$ cat src/rtl/and_gate_if.sv
// and_gate operand/result bundle.
// master drives operands, slave is the gate bank.
interface and_gate_if #(
  parameter int WIDTH = 1
);
  logic             in_valid;
  logic [WIDTH-1:0] a;
  logic [WIDTH-1:0] b;
  logic [1:0]       op_sel;
  logic             out_valid;
  logic [WIDTH-1:0] y_and;
  logic [WIDTH-1:0] y_nand;
  logic [WIDTH-1:0] y_nor;
  logic [WIDTH-1:0] y;
  logic             y_all_ones;
  logic             y_zero;
  logic             op_err;

  modport master (
    output in_valid, a, b, op_sel,
    input  out_valid, y_and, y_nand, y_nor,
    input  y, y_all_ones, y_zero, op_err
  );

  modport slave (
    input  in_valid, a, b, op_sel,
    output out_valid, y_and, y_nand, y_nor,
    output y, y_all_ones, y_zero, op_err
  );
endinterface

$ cat src/rtl/and_gate.sv
// Registered AND/NAND/NOR bank with selectable primary result.
// AND_GATE_IN_REG_EN adds an input register stage (latency 2).
module and_gate #(
  parameter int WIDTH = 1
) (
  input logic     clk,
  input logic     rst_n,
  and_gate_if.slave bus
);
  logic             s_v;
  logic [WIDTH-1:0] s_a;
  logic [WIDTH-1:0] s_b;
  logic [1:0]       s_op;

`ifdef AND_GATE_IN_REG_EN
  logic             in_v_q;
  logic [WIDTH-1:0] in_a_q;
  logic [WIDTH-1:0] in_b_q;
  logic [1:0]       in_op_q;

  always_ff @(posedge clk) begin
    if (!rst_n) begin
      in_v_q  <= 1'b0;
      in_a_q  <= '0;
      in_b_q  <= '0;
      in_op_q <= 2'b00;
    end else begin
      in_v_q  <= bus.in_valid;
      in_a_q  <= bus.a;
      in_b_q  <= bus.b;
      in_op_q <= bus.op_sel;
    end
  end

  assign s_v  = in_v_q;
  assign s_a  = in_a_q;
  assign s_b  = in_b_q;
  assign s_op = in_op_q;
`else
  assign s_v  = bus.in_valid;
  assign s_a  = bus.a;
  assign s_b  = bus.b;
  assign s_op = bus.op_sel;
`endif

  logic             vld_q;
  logic [WIDTH-1:0] and_q, and_d;
  logic [WIDTH-1:0] nand_q, nand_d;
  logic [WIDTH-1:0] nor_q, nor_d;
  logic [WIDTH-1:0] y_q, y_d;
  logic             ones_q, ones_d;
  logic             zero_q, zero_d;
  logic             err_q, err_d;

  always_comb begin
    and_d  = s_a & s_b;
    nand_d = ~(s_a & s_b);
    nor_d  = ~(s_a | s_b);
    y_d    = '0;
    err_d  = 1'b0;
    unique case (1'b1)
      (s_op == 2'b00): y_d = and_d;
      (s_op == 2'b01): y_d = nand_d;
      (s_op == 2'b10): y_d = nor_d;
      default:         err_d = 1'b1;
    endcase
    ones_d = &y_d;
    zero_d = ~|y_d;
  end

  // Results hold on idle cycles; only the strobe drops.
  always_ff @(posedge clk) begin
    if (!rst_n) begin
      vld_q  <= 1'b0;
      and_q  <= '0;
      nand_q <= '0;
      nor_q  <= '0;
      y_q    <= '0;
      ones_q <= 1'b0;
      zero_q <= 1'b0;
      err_q  <= 1'b0;
    end else begin
      vld_q <= s_v;
      if (s_v) begin
        and_q  <= and_d;
        nand_q <= nand_d;
        nor_q  <= nor_d;
        y_q    <= y_d;
        ones_q <= ones_d;
        zero_q <= zero_d;
        err_q  <= err_d;
      end
    end
  end

  assign bus.out_valid  = vld_q;
  assign bus.y_and      = and_q;
  assign bus.y_nand     = nand_q;
  assign bus.y_nor      = nor_q;
  assign bus.y          = y_q;
  assign bus.y_all_ones = ones_q;
  assign bus.y_zero     = zero_q;
  assign bus.op_err     = err_q;
endmodule

$ cat src/flat_wrapper.sv
// flat-port wrapper written by rule: the top's interface ports become plain ports
module and_gate_flat 
#(
  parameter int WIDTH = 1
)
  (clk, rst_n, bus_in_valid, bus_a, bus_b, bus_op_sel, bus_out_valid, bus_y_and, bus_y_nand, bus_y_nor, bus_y, bus_y_all_ones, bus_y_zero, bus_op_err);
  and_gate_if #(.WIDTH(WIDTH)) bus_i ();
  input logic clk;
  input logic rst_n;
  input wire logic [$bits(bus_i.in_valid)-1:0] bus_in_valid;
  input wire logic [$bits(bus_i.a)-1:0] bus_a;
  input wire logic [$bits(bus_i.b)-1:0] bus_b;
  input wire logic [$bits(bus_i.op_sel)-1:0] bus_op_sel;
  output wire logic [$bits(bus_i.out_valid)-1:0] bus_out_valid;
  output wire logic [$bits(bus_i.y_and)-1:0] bus_y_and;
  output wire logic [$bits(bus_i.y_nand)-1:0] bus_y_nand;
  output wire logic [$bits(bus_i.y_nor)-1:0] bus_y_nor;
  output wire logic [$bits(bus_i.y)-1:0] bus_y;
  output wire logic [$bits(bus_i.y_all_ones)-1:0] bus_y_all_ones;
  output wire logic [$bits(bus_i.y_zero)-1:0] bus_y_zero;
  output wire logic [$bits(bus_i.op_err)-1:0] bus_op_err;
  assign bus_i.in_valid = bus_in_valid;
  assign bus_i.a = bus_a;
  assign bus_i.b = bus_b;
  assign bus_i.op_sel = bus_op_sel;
  assign bus_out_valid = bus_i.out_valid;
  assign bus_y_and = bus_i.y_and;
  assign bus_y_nand = bus_i.y_nand;
  assign bus_y_nor = bus_i.y_nor;
  assign bus_y = bus_i.y;
  assign bus_y_all_ones = bus_i.y_all_ones;
  assign bus_y_zero = bus_i.y_zero;
  assign bus_op_err = bus_i.op_err;
  and_gate #(.WIDTH(WIDTH)) u_core (.clk(clk), .rst_n(rst_n), .bus(bus_i));
endmodule
$ cat config.mk
export PLATFORM = sky130hd
export DESIGN_NAME = and_gate_flat
export DESIGN_NICKNAME = d
export VERILOG_FILES = /design/src/rtl/and_gate_if.sv /design/src/rtl/and_gate.sv /design/src/flat_wrapper.sv
export SDC_FILE = /design/constraint.sdc
export NUM_CORES = 1
export LEC_CHECK = 0
export CORE_AREA = 2 2 39 41
export CTS_BUF_LIST = sky130_fd_sc_hd__clkbuf_4 sky130_fd_sc_hd__clkbuf_8
export CTS_CLUSTER_SIZE = 10
export DETAILED_ROUTE_END_ITERATION = 16
export DIE_AREA = 0 0 41 43
export HOLD_SLACK_MARGIN = 0.12
export PLACE_DENSITY = 0.54
export SLEW_MARGIN = 20
export SYNTH_ARGS = -nofsm -noshare
export SYNTH_HDL_FRONTEND = slang
export SYNTH_SLANG_ARGS = --single-unit
export TNS_END_PERCENT = 100
$ cat constraint.sdc
create_clock -name clk -period 0.8 [get_ports clk]
set_clock_uncertainty 0.1 [all_clocks]
set_input_delay 0.08 -clock clk [delete_from_list [all_inputs] [get_ports clk]]
set_output_delay 0.08 -clock clk [all_outputs]
set_load 0.02 [all_outputs]
==> summary.txt, run 1 <==
Status -> complete, but fails checks
Failing checks -> negative setup slack
Slowest cell on the critical path -> dfxtp_2
Crit end category -> output port
TritonCTS Buffers -> 3
Seq/Total Area, Yosys -> 47.7%
Tcrit/Tclk final -> 112%
Syn-to-layout area delta -> 75.7%
Worst-path clk slew -> 50 ps
CP max FO -> 3
Vias -> 255
Hold path depth -> 2
Final HPWL DP -> 415 um
Syn_area_per_cell -> 10.1 um2
WP data arrival -> 720 ps
Slew HR -> 87.2%
Number of global-route vias before repair -> 213
H-tree Lvls -> 1
Total of max-cap violations -> 0
Slew @ Worst Pin -> 187 ps
Starting density of the core -> 21.2%
Post-layout min period -> 897 ps
Seq cells post-synth -> 7
Worst VDD drop -> 0.922 mV
Crit Path Class -> register to output port
PortBufs -> 14
Cells after Synth -> 29
Hold_sp -> bus_in_valid
Clock Latency Late Sink -> 250 ps
GRT Total Usage -> 8.17%
Final ANT Viol Nets -> 0
Die Width -> 41 um
Critical path buffers and inverters -> 1
Worst setup margin -> -97.5 ps
Static leakage -> 0.231 nW
Routability congestion estimate -> 0.681
RSZ-0062 raised after global routing -> true
CTS tree -> built
CTS max path bufs -> 2
Setup slack, reg-to-reg -> -40 ps
Critical path, cell by cell -> buf_6
Startpoint Class -> register
Total core area -> 1380 um2
Hold Crit Class -> primary input to register
First drt pass iteration count -> 2
Worst hold endpoint -> u_core.bus.y_all_ones$_SDFFE_PN0P_
Reg2Reg Capture Point -> u_core.bus.y_zero$_SDFFE_PN0P_
M1 WL -> 264 um
GRT overflow -> 0
Crit path depth -> 1
Met3 WL -> 81 um
Most frequent cells in the layout -> buf_6 (10), dfxtp_2 (7), dlygate4sd2_1 (5), clkbuf_4 (4)
Post-route setup TNS -> -672 ps
Ant diodes -> 0
Count of final hold-check violations -> 0
Height of the chip -> 43 um
Via density -> 4.05
Ports -> 15
Delay-heaviest family, CP -> flip-flops
WP data required -> 620 ps
Worst R2R Path Depth -> 2
Final wirelength -> 588 um
Clk sink count -> 7
Warnings, synthesis -> 0
CP peak stage delay -> 350 ps
Power per cell area -> 1780 nW/um2
Final setup viols -> 9
Slew Limit Fails -> 0
Largest net degree at the start of global routing -> 11
Die Footprint -> 1760 um2
Synth unique cells -> 17
Net Count, Synth -> 36
Met2 WL -> 242 um
Rows -> 14
Fmax -> 1110 MHz
Cts-stage hold buffer count -> 0
Detailed-route DRC error count -> 0
Most common cell after layout, fill and taps aside -> buf_6
Min Hold Slack -> 79.4 ps
Initial antenna violation count -> 0
Final nets -> 55
Crit Reg-Reg Startpoint -> u_core.bus.y_zero$_SDFFE_PN0P_
Critical path launch point -> u_core.bus.y_all_ones$_SDFFE_PN0P_
CTS Root Buffer Type -> clkbuf_4
First-pass GRT wire length -> 883 um
Initial DRC Count -> 4
Layout cells sized above 1 -> 57.4%
Max layer used -> met3
Mapped Area -> 294 um2
WL per Instance -> 9.33 um
==> power by group <==
group / internal (mW) / total, mW / switching [mW]
Clock: 0.225 / 0.360 / 0.136
Sequential: 0.373 / 0.388 / 0.0143
Combinational: 0.0964 / 0.172 / 0.0757
Total: 0.694 / 0.920 / 0.226
==> per-layer routing <==
metal,track usage (%),up-vias
met2,7.19,14
met1,11.7,104
met5,0,-
met3,6.81,0
li1,-,137
met4,6.00,0
==> layout make-up <==
type / instances / area (um2)
clock buffer: 4 / 30.0
fill: 144 / 867
sequential: 7 / 149
tap: 16 / 20.0
timing repair buffer: 16 / 161
multi-input combinational: 20 / 156
==> state kept, by name, summed over array words and instances (netlist names) <==
name / flops
u_core.bus.y_zero: 1
u_core.bus.y_nand: 1
u_core.bus.y_all_ones: 1
u_core.bus.y_nor: 1
u_core.bus.out_valid: 1
u_core.bus.y_and: 1
u_core.bus.op_err: 1
==> what timing repair did <==
action                                  CTS  global route
endpoints found under the setup margin   15            11
setup buffers                             0             1
resized for setup                        61             7
pin swaps                                 1             1
endpoints found under the hold margin     0             1
==> through the flow <==
| stage | instance area, um2 | cells | utilization [%] | power, mW | setup WS, ps |
|---|---|---|---|---|---|
| after floorplan | 297 | 29 | - | 0.468 | -61.6 |
| after global placement | 445 | 58 | 32.2 | 0.552 | -499 |
| after detailed placement | 445 | 58 | 32.2 | 0.551 | -502 |
| after CTS | 495 | 62 | 35.8 | 0.931 | -111 |
| after global routing | 517 | 63 | 37.3 | 0.969 | -127 |
| final | 517 | 63 | 37.3 | 0.920 | -97.5 |
==> cell usage after synthesis <==
cell | count | area share, %
a21boi_0 | 2 | 5.1
mux2i_1 | 2 | 6.8
nor2_1 | 2 | 2.6
nand2b_1 | 2 | 4.3
a31oi_1 | 1 | 2.1
buf_4 | 1 | 2.6
nand3_1 | 2 | 3.4
buf_6 | 1 | 3.8
o211a_1 | 1 | 3.4
nor2b_1 | 2 | 4.3
dfxtp_1 | 7 | 48
nand2_1 | 1 | 1.3
a32o_1 | 1 | 3.4
o21ai_0 | 1 | 1.7
nand3b_1 | 1 | 2.6
nor2b_2 | 1 | 3.0
and2_1 | 1 | 2.1
==> worst reg2reg max path: cells and delay by family (launching register included) <==
| kind | cells | cell delay (ps) |
|---|---|---|
| compound gates | 1 | 190 |
| flops | 1 | 320 |
| simple gates | 1 | 110 |
==> worst max path at each step <==
stage                                endpoint
5_1_grt                                 bus_y
3_3_place_gp   u_core.bus.y_zero$_SDFFE_PN0P_
3_5_place_dp   u_core.bus.y_zero$_SDFFE_PN0P_
4_1_cts                        bus_y_all_ones
2_1_floorplan  u_core.bus.y_zero$_SDFFE_PN0P_
6_report                       bus_y_all_ones
==> logic make-up after synthesis <==
group | after synthesis | synth area share (%)
buffers and inverters | 2 | 6.38
flip-flops | 7 | 47.7
multiplexers | 2 | 6.81
AND/OR/NAND/NOR | 12 | 23.4
AO/OA/AOI/OAI | 6 | 15.7
Note: power is estimated with default switching activity, not from simulation.
==> inputs of run 2 (changes only) <==
--- a/config.mk
+++ b/config.mk
@@ -10,7 +10,7 @@
 export CTS_CLUSTER_SIZE = 10
 export DETAILED_ROUTE_END_ITERATION = 16
 export DIE_AREA = 0 0 41 43
-export HOLD_SLACK_MARGIN = 0.12
+export HOLD_SLACK_MARGIN = 0.08
 export PLACE_DENSITY = 0.54
 export SLEW_MARGIN = 20
 export SYNTH_ARGS = -nofsm -noshare
==> results of run 2 <==
No change in the layout: final DEF, timing and power equal those of run 1.
==> inputs of run 3 (changes only) <==
--- a/config.mk
+++ b/config.mk
@@ -5,13 +5,15 @@
 export SDC_FILE = /design/constraint.sdc
 export NUM_CORES = 1
 export LEC_CHECK = 0
-export CORE_AREA = 2 2 39 41
+export CELL_PAD_IN_SITES_DETAIL_PLACEMENT = 2
+export CELL_PAD_IN_SITES_GLOBAL_PLACEMENT = 2
+export CORE_MARGIN = 2
+export CORE_UTILIZATION = 19
 export CTS_BUF_LIST = sky130_fd_sc_hd__clkbuf_4 sky130_fd_sc_hd__clkbuf_8
 export CTS_CLUSTER_SIZE = 10
 export DETAILED_ROUTE_END_ITERATION = 16
-export DIE_AREA = 0 0 41 43
-export HOLD_SLACK_MARGIN = 0.08
-export PLACE_DENSITY = 0.54
+export HOLD_SLACK_MARGIN = 0.06
+export PLACE_DENSITY = 0.74
 export SLEW_MARGIN = 20
 export SYNTH_ARGS = -nofsm -noshare
 export SYNTH_HDL_FRONTEND = slang
==> summary.txt, run 3 (synthesis results as in run 1) <==
Layout cells sized above 1 -> 59.6%
Slew HR -> 86.8%
Fmax -> 1090 MHz
Rows -> 14
CTS max path bufs -> 2
Crit Path Class -> register to output port
Clock Latency Late Sink -> 260 ps
Die Footprint -> 1880 um2
Most common cell after layout, fill and taps aside -> buf_6
Tcrit/Tclk final -> 114%
Status -> complete, but fails checks
Internal Power -> 712 uW
Slew Limit Fails -> 0
Critical path buffers and inverters -> 1
Die Width -> 43.3 um
CTS Root Buffer Type -> clkbuf_4
Largest net degree at the start of global routing -> 6
Final wirelength -> 918 um
TritonCTS Buffers -> 3
Most frequent cells in the layout -> buf_6 (8), buf_4 (7), dfxtp_2 (6), dlygate4sd2_1 (5), clkbuf_4 (4)
Min Hold Slack -> 122 ps
Power per cell area -> 1730 nW/um2
Placed insts -> 61
Total power -> 962 uW
Initial antenna violation count -> 0
Clk sink count -> 7
Via density -> 4.41
Worst-path clk slew -> 50 ps
WP data required -> 620 ps
Total core area -> 1470 um2
Final nets -> 60
First-pass GRT wire length -> 1430 um
GRT Total Usage -> 11.5%
GRT overflow -> 0
Logic pwr share -> 21.1%
Non-Filler Instances -> 68
CP max FO -> 3
WL per Instance -> 13.5 um
Worst setup margin -> -113 ps
Final ANT Viol Nets -> 0
Slew @ Worst Pin -> 194 ps
Setup WS pre-CTS -> -522 ps
Ant diodes -> 0
CTS tree -> built
Failing checks -> negative setup slack
Height of the chip -> 43.3 um
Number of global-route vias before repair -> 326
Sw Pwr -> 251 uW
Ports -> 15
First drt pass iteration count -> 1
PortBufs -> 14
Total of max-cap violations -> 0
Startpoint Class -> register
Cts-stage hold buffer count -> 0
Final HPWL DP -> 649 um
Slowest cell on the critical path -> dfxtp_4
CP peak stage delay -> 350 ps
Static leakage -> 0.252 nW
Final Core Density -> 37.8%
Worst VDD drop -> 0.578 mV
Clk pwr share -> 38.7%
WP data arrival -> 730 ps
H-tree Lvls -> 1
Hold Crit Class -> primary input to register
Syn-to-layout area delta -> 88.9%
Net Sw Frac -> 26.1%
Seq pwr share -> 40.2%
Detailed-route DRC error count -> 0
Starting density of the core -> 20.0%
Count of final hold-check violations -> 0
Post-layout min period -> 913 ps
Critical path, cell by cell -> buf_6
Routability congestion estimate -> 0.677
Crit end category -> output port
RSZ-0062 raised after global routing -> true
Initial DRC Count -> 0
Vias -> 300
Delay-heaviest family, CP -> flip-flops
Final setup viols -> 11
## run 3: metrics by stage
stage	setup TNS (ps)	instance area [um2]
floorplan	-61.6	297
global placement	-4940	468
detailed placement	-5120	468
CTS	-912	500
global route	-1190	556
finish	-853	556
## run 3: path summary, 6_finish.rpt
check                                     start                             end  slack, ps  cells past startpoint
max          u_core.bus.y_all_ones$_SDFFE_PN0P_                           bus_y       -110                      1
min                               bus_op_sel[0]  u_core.bus.op_err$_SDFFE_PN0P_        120                      3
max reg2reg      u_core.bus.y_nand$_SDFFE_PN0P_  u_core.bus.y_nand$_SDFFE_PN0P_        -60                      2
min reg2reg       u_core.bus.y_and$_SDFFE_PN0P_   u_core.bus.y_and$_SDFFE_PN0P_        400                      2
## run 3: what timing repair did
| item | CTS | global route |
|---|---|---|
| pin swaps | 2 | 2 |
| cloned | 0 | 0 |
| resized for setup | 56 | 12 |
| buffers inserted | 0 | 3 |
| setup endpoints to repair | 14 | 10 |
## run 3: layout make-up
type / count / area, um2
Fill cell: 174 / 916
Multi-Input combinational cell: 20 / 158
Sequential cell: 7 / 151
Clock buffer: 4 / 30.0
Tap cell: 16 / 20.0
Timing Repair Buffer: 21 / 196
## run 3: power by group through the flow
stage	logic [mW]	registers, mW	clock network [mW]
floorplan	0.0559	0.412	0
global placement	0.178	0.388	0
detailed placement	0.180	0.390	0
CTS	0.172	0.387	0.381
global route	0.219	0.389	0.409
finish	0.203	0.386	0.373
## run 3: routing by layer
layer	track usage (%)	up-vias	share of wire (%)
met3	2.92	4	4.1
met2	17.3	9	51
met5	0	-	0
met1	11.6	142	41
met4	14.5	0	4.4
li1	-	145	-
